==> src/rtl/fft_pkg.sv <==
// Shared definitions for the 4-point FFT streaming controller: FSM states,
// frame size and default sample width.
package fft_pkg;
    localparam int POINTS         = 4;
    localparam int IDX_W          = 2;
    localparam int DATA_WIDTH_DEF = 8;

    typedef enum logic [1:0] {
        FILL   = 2'd0,
        LAUNCH = 2'd1,
        WAIT   = 2'd2,
        DRAIN  = 2'd3
    } state_t;

    typedef logic [IDX_W-1:0] idx_t;
endpackage

==> src/rtl/fft4_stream_ctrl.sv <==
// Serial-to-parallel frame buffer around an external 4-point FFT: collects four
// samples, launches the FFT, captures its eight result words and streams them out.
module fft4_stream_ctrl
    import fft_pkg::*;
#(
    parameter int DATA_WIDTH = DATA_WIDTH_DEF,
    parameter int TIMEOUT    = 15
) (
    input  logic                         clk,
    input  logic                         rst_n,
    input  logic signed [DATA_WIDTH-1:0] in_real,
    input  logic signed [DATA_WIDTH-1:0] in_imag,
    input  logic                         in_valid,
    output logic                         in_ready,
    output logic signed [DATA_WIDTH-1:0] fft_in0_real,
    output logic signed [DATA_WIDTH-1:0] fft_in0_imag,
    output logic signed [DATA_WIDTH-1:0] fft_in1_real,
    output logic signed [DATA_WIDTH-1:0] fft_in1_imag,
    output logic signed [DATA_WIDTH-1:0] fft_in2_real,
    output logic signed [DATA_WIDTH-1:0] fft_in2_imag,
    output logic signed [DATA_WIDTH-1:0] fft_in3_real,
    output logic signed [DATA_WIDTH-1:0] fft_in3_imag,
    output logic                         fft_en,
    input  logic signed [DATA_WIDTH+1:0] fft_out0_real,
    input  logic signed [DATA_WIDTH+1:0] fft_out0_imag,
    input  logic signed [DATA_WIDTH+1:0] fft_out1_real,
    input  logic signed [DATA_WIDTH+1:0] fft_out1_imag,
    input  logic signed [DATA_WIDTH+1:0] fft_out2_real,
    input  logic signed [DATA_WIDTH+1:0] fft_out2_imag,
    input  logic signed [DATA_WIDTH+1:0] fft_out3_real,
    input  logic signed [DATA_WIDTH+1:0] fft_out3_imag,
    input  logic                         fft_valid,
    output logic signed [DATA_WIDTH+1:0] out_real,
    output logic signed [DATA_WIDTH+1:0] out_imag,
    output logic                         out_valid,
    input  logic                         out_ready,
    output logic                         out_last,
    output logic [IDX_W-1:0]             out_index,
    output logic                         busy,
    output logic                         err_timeout
);
    localparam int OW = DATA_WIDTH + 2;
    localparam int TW = $clog2(TIMEOUT + 1);

    state_t          state, next_state;
    idx_t            wr_cnt, rd_cnt;
    logic [TW-1:0]   timer;
    logic            timeout_hit;

    logic signed [DATA_WIDTH-1:0] ibuf_re [POINTS];
    logic signed [DATA_WIDTH-1:0] ibuf_im [POINTS];
    logic signed [OW-1:0]         obuf_re [POINTS];
    logic signed [OW-1:0]         obuf_im [POINTS];
    logic signed [OW-1:0]         fo_re   [POINTS];
    logic signed [OW-1:0]         fo_im   [POINTS];

    assign fo_re[0] = fft_out0_real;  assign fo_im[0] = fft_out0_imag;
    assign fo_re[1] = fft_out1_real;  assign fo_im[1] = fft_out1_imag;
    assign fo_re[2] = fft_out2_real;  assign fo_im[2] = fft_out2_imag;
    assign fo_re[3] = fft_out3_real;  assign fo_im[3] = fft_out3_imag;

    // Input buffer is only written in FILL, so the FFT sees a stable frame until capture.
    assign fft_in0_real = ibuf_re[0];  assign fft_in0_imag = ibuf_im[0];
    assign fft_in1_real = ibuf_re[1];  assign fft_in1_imag = ibuf_im[1];
    assign fft_in2_real = ibuf_re[2];  assign fft_in2_imag = ibuf_im[2];
    assign fft_in3_real = ibuf_re[3];  assign fft_in3_imag = ibuf_im[3];

    assign in_ready  = (state == FILL);
    assign busy      = (state != FILL);
    assign fft_en    = (state == LAUNCH);
    assign out_valid = (state == DRAIN);
    assign out_index = rd_cnt;
    assign out_last  = (state == DRAIN) && (rd_cnt == idx_t'(POINTS - 1));
    assign out_real  = obuf_re[rd_cnt];
    assign out_imag  = obuf_im[rd_cnt];

    always_comb begin
        next_state  = state;
        timeout_hit = 1'b0;
        unique case (state)
            FILL:   if (in_valid && wr_cnt == idx_t'(POINTS - 1)) next_state = LAUNCH;
            LAUNCH: next_state = WAIT;
            WAIT: begin
                // A result arriving on the last allowed cycle still wins over the timeout.
                if (fft_valid) begin
                    next_state = DRAIN;
                end else if (timer == TW'(TIMEOUT - 1)) begin
                    next_state  = FILL;
                    timeout_hit = 1'b1;
                end
            end
            DRAIN:  if (out_ready && rd_cnt == idx_t'(POINTS - 1)) next_state = FILL;
            default: next_state = FILL;
        endcase
    end

    always_ff @(posedge clk or negedge rst_n) begin
        if (!rst_n) begin
            state       <= FILL;
            wr_cnt      <= '0;
            rd_cnt      <= '0;
            timer       <= '0;
            err_timeout <= 1'b0;
            for (int k = 0; k < POINTS; k++) begin
                ibuf_re[k] <= '0;
                ibuf_im[k] <= '0;
                obuf_re[k] <= '0;
                obuf_im[k] <= '0;
            end
        end else begin
            state       <= next_state;
            err_timeout <= timeout_hit;
            timer       <= (state == WAIT && next_state == WAIT) ? timer + 1'b1 : '0;
            if (in_valid && in_ready) begin
                ibuf_re[wr_cnt] <= in_real;
                ibuf_im[wr_cnt] <= in_imag;
                wr_cnt          <= wr_cnt + 1'b1;
            end
            if (state == WAIT && fft_valid) begin
                for (int k = 0; k < POINTS; k++) begin
                    obuf_re[k] <= fo_re[k];
                    obuf_im[k] <= fo_im[k];
                end
            end
            if (out_valid && out_ready) rd_cnt <= rd_cnt + 1'b1;
        end
    end
endmodule

==> config.mk <==
export PLATFORM = sky130hd
export DESIGN_NAME = fft4_stream_ctrl
export DESIGN_NICKNAME = d
export VERILOG_FILES = /design/src/rtl/fft_pkg.sv /design/src/rtl/fft4_stream_ctrl.sv
export SDC_FILE = /design/constraint.sdc
export NUM_CORES = 1
export LEC_CHECK = 0
export BUFFER_PORTS_ARGS = -buffer_cell sky130_fd_sc_hd__buf_4
export CORE_UTILIZATION = 47
export CTS_CLUSTER_SIZE = 28
export DETAILED_ROUTE_END_ITERATION = 6
export GPL_TIMING_DRIVEN = 0
export PLACE_DENSITY = 0.76
export SETUP_SLACK_MARGIN = 0.05
export SYNTH_ARGS = -nofsm -noshare
export SYNTH_HDL_FRONTEND = slang
export SYNTH_SLANG_ARGS = --single-unit
==> constraint.sdc <==
create_clock -name clk -period 1.57 [get_ports clk]
set_input_delay 0.3925 -clock clk [delete_from_list [all_inputs] [get_ports clk]]
set_output_delay 0.3925 -clock clk [all_outputs]
set_load 0.01 [all_outputs]
==> impl_metrics.env <==
export IMPL_status="finished, violations left"
export IMPL_failed_checks="setup timing"
export IMPL_antenna_found_initial=0
export IMPL_yosys_top_cells_area="dfrtp_1, mux2_2, mux2_4"
export IMPL_dp_slack_ns=-0.156
export IMPL_yosysSeqAreaShare_pct=58.6
export IMPL_clockRootBuffer="clkbuf_16"
export IMPL_synth_xor_area_share_pct=0.530
export IMPL_synth_area_sq_mm=0.00662
export IMPL_vias_per_cell=5.15
export IMPL_grt_pass1_vias=4632
export IMPL_post_synth_top_area_fraction_pct=58.6
export IMPL_start_util_pct=49.0
export IMPL_die_w_um=121
export IMPL_grt_use_met1_pct=27.8
export IMPL_drtIter0Drc=159
export IMPL_avgSynthCellArea_sq_um=17.3
export IMPL_p_per_area_mw_per_mm2=1990
export IMPL_grtUsageMet2_pct=38.3
export IMPL_place_area_sq_mm=0.00833
export IMPL_power_frac_comb_pct=42.9
export IMPL_synth_top_family_by_area="multiplexers"
export IMPL_fp_row_count=42
export IMPL_p_leak_nw=4.76
export IMPL_gp_congestion=0.765
export IMPL_cp_start_kind="register"
export IMPL_synth_flop_cell="dfrtp_1"
export IMPL_synth_compound_area_share_pct=0.303
export IMPL_clkPwrFrac_pct=22.9
export IMPL_synthSimpleGateAreaFrac_pct=1.97
export IMPL_syn_inst=382
export IMPL_nNetsFinal=737
export IMPL_p_sw_share_pct=28.7
export IMPL_finalHoldViolations=0
export IMPL_max_freq_mhz=477
export IMPL_critPathArrivalTime_ns=1.70
export IMPL_insertion_delay_ns=0.42
export IMPL_cts_tree="built"
export IMPL_fin_crit_ns=2.10
export IMPL_final_cell_mix="buf_4, dfrtp_1, mux2_2, mux2_4, buf_6"
export IMPL_layout_commonest_cell="buf_4"
export IMPL_finalSetupViolCount=132
export IMPL_grt_util_all_layers_pct=23.0
export IMPL_finalWorstSetupSlack_ns=-0.527
export IMPL_fin_util_pct=73.8
export IMPL_hp_class="input port to register"
export IMPL_synthToLayoutAreaGrowth_pct=50.7
export IMPL_crit_required_ns=1.18
export IMPL_antenna_left=0
export IMPL_htreeDepth=4
export IMPL_synth_edff_count=0
export IMPL_grt_pass1_wl_mm=24.8
export IMPL_yosys_area_share_adder_pct=1.32
export IMPL_wl_per_cell_um=20.6
export IMPL_yosysTopAreaCell="dfrtp_1"
export IMPL_relSlewSlack_pct=64.8
export IMPL_synth_cell_types=28
export IMPL_fin_hold_ws_ns=0.208
export IMPL_worstMarginPinSlew_ns=0.528
export IMPL_yosys_warnings=0
export IMPL_die_area_sq_mm=0.0146
export IMPL_drv_cap=0
export IMPL_vias=4213
export IMPL_wl_mm=16.9
export IMPL_use_met3_pct=7.69
export IMPL_syn_nets=490
export IMPL_drive_gt1_share_pct=72.4
export IMPL_endpoint_kind="output pin"
export IMPL_switchingPower_mw=5.70
export IMPL_io_buffers=192
export IMPL_synthArstFlopShare_pct=100
export IMPL_critPathKind="register to output pin"
export IMPL_design_area_sq_mm=0.00997
export IMPL_synth_mux_area_fraction_pct=33.9
export IMPL_drc=0
export IMPL_drtPass1Iterations=4
export IMPL_skew_ns=0.00988
export IMPL_io_pins=193
export IMPL_clk_pin_slew_ns=0.06
export IMPL_cts_buffers=17
export IMPL_ys_ff_latch=155
export IMPL_dp_hpwl_mm=10.3
export IMPL_die_h_um=121
export IMPL_grt_max_degree=88
export IMPL_clk_path_buf_depth=2
export IMPL_rsz0062_at_grt="yes"
export IMPL_fin_crit_sh_pct=134
export IMPL_path_max_fanout=10
export IMPL_drv_slew=0
export IMPL_antenna_cells=0
export IMPL_ir_worst_vdd_uv=1030
export IMPL_clkSinkCount=155
export IMPL_core_sq_mm=0.0135
export IMPL_internal_power_mw=14.1
export IMPL_grt_overflow=0
export IMPL_busiest_layer="met2"
export IMPL_seqPwrFrac_pct=34.2
==> worst max-delay path, cell delays in order (launching register included) <==
cell and delay [ns]:
dfrtp_2 0.43, buf_12 0.17, mux4_2 0.54, buf_6 0.14
==> cell type report <==
type                       count  area (sq um)
buffer                        18           328
clock buffer                  19           443
clock inverter                13           215
fill                         842          3540
inverter                       4          20.0
multi-input combinational    202          2680
sequential                   155          3880
tap                          176           220
timing repair buffer         231          2180
==> what timing repair did <==
item                       4_1_cts  5_1_grt
gates resized for setup         84       50
buffers inserted                23        2
hold endpoints to repair         8        0
setup endpoints to repair      151      256
hold buffers                     1        0
pin swaps                        6        5
cloned                           4       10
==> cell usage after synthesis (all sizes together), types with 2 or more instances <==
master / number
nand2: 3
nand3: 2
mux4: 20
dfrtp: 155
ha: 7
clkbuf: 2
xnor2: 3
and3: 6
nor2: 5
inv: 4
mux2: 146
buf: 19
==> power by group through the flow <==
stage | Clock [mW] | Combinational [mW] | Sequential [mW]
after global routing | 4.76 | 9.01 | 6.99
after global placement | 0 | 6.76 | 6.63
after floorplan | 0 | 3.90 | 6.78
final | 4.54 | 8.51 | 6.79
after detailed placement | 0 | 6.94 | 6.75
after CTS | 4.62 | 7.85 | 6.74
==> registers in the layout, indices dropped and copies added, names as in the netlist, 4 cells and up <==
name	count
obuf_im	40
obuf_re	40
fft_in0_imag	8
fft_in0_real	8
fft_in1_imag	8
fft_in1_real	8
fft_in2_imag	8
fft_in2_real	8
fft_in3_imag	8
fft_in3_real	8
timer	4
==> through the flow <==
stage	power (mW)	TNS [ns]	instances
final	19.8	-12.35	818
after global routing	20.8	-18.93	818
after CTS	19.2	-13.85	811
after detailed placement	13.7	-4.28	751
after global placement	13.4	-95.07	750
after floorplan	10.7	0	382
==> final timing paths <==
kind / depth (start not counted) / startpoint / slack, ns / end
max reg2reg: 7 / wr_cnt[0]$_DFFE_PN0P_ / -0.07 / fft_in0_imag[1]$_DFFE_PN0P_
max: 3 / out_index[0]$_DFFE_PN0P_ / -0.53 / out_real[4]
min: 2 / fft_out0_real[1] / 0.21 / obuf_re[31]$_DFFE_PN0P_
max in group asynchronous: 3 / rst_n / 0.20 / out_index[0]$_DFFE_PN0P_
min in group asynchronous: 2 / rst_n / 0.51 / fft_in0_imag[1]$_DFFE_PN0P_
min reg2reg: 1 / obuf_re[17]$_DFFE_PN0P_ / 0.50 / obuf_re[17]$_DFFE_PN0P_
==> logic make-up after synthesis <==
logic type	after synthesis
muxes	166
DFF	155
buffers and inverters	25
adders and majority gates	7
and+or+nand+nor	22
AOI/OAI and AO/OA	3
xor gates and xnor gates	4
==> layer usage <==
metal	vias to the layer above	wire, um
met3	19	1110
met5	-	0
met1	2174	6810
met2	139	8690
li1	1881	-
met4	0	260
Power figures use the tool's default switching activity.
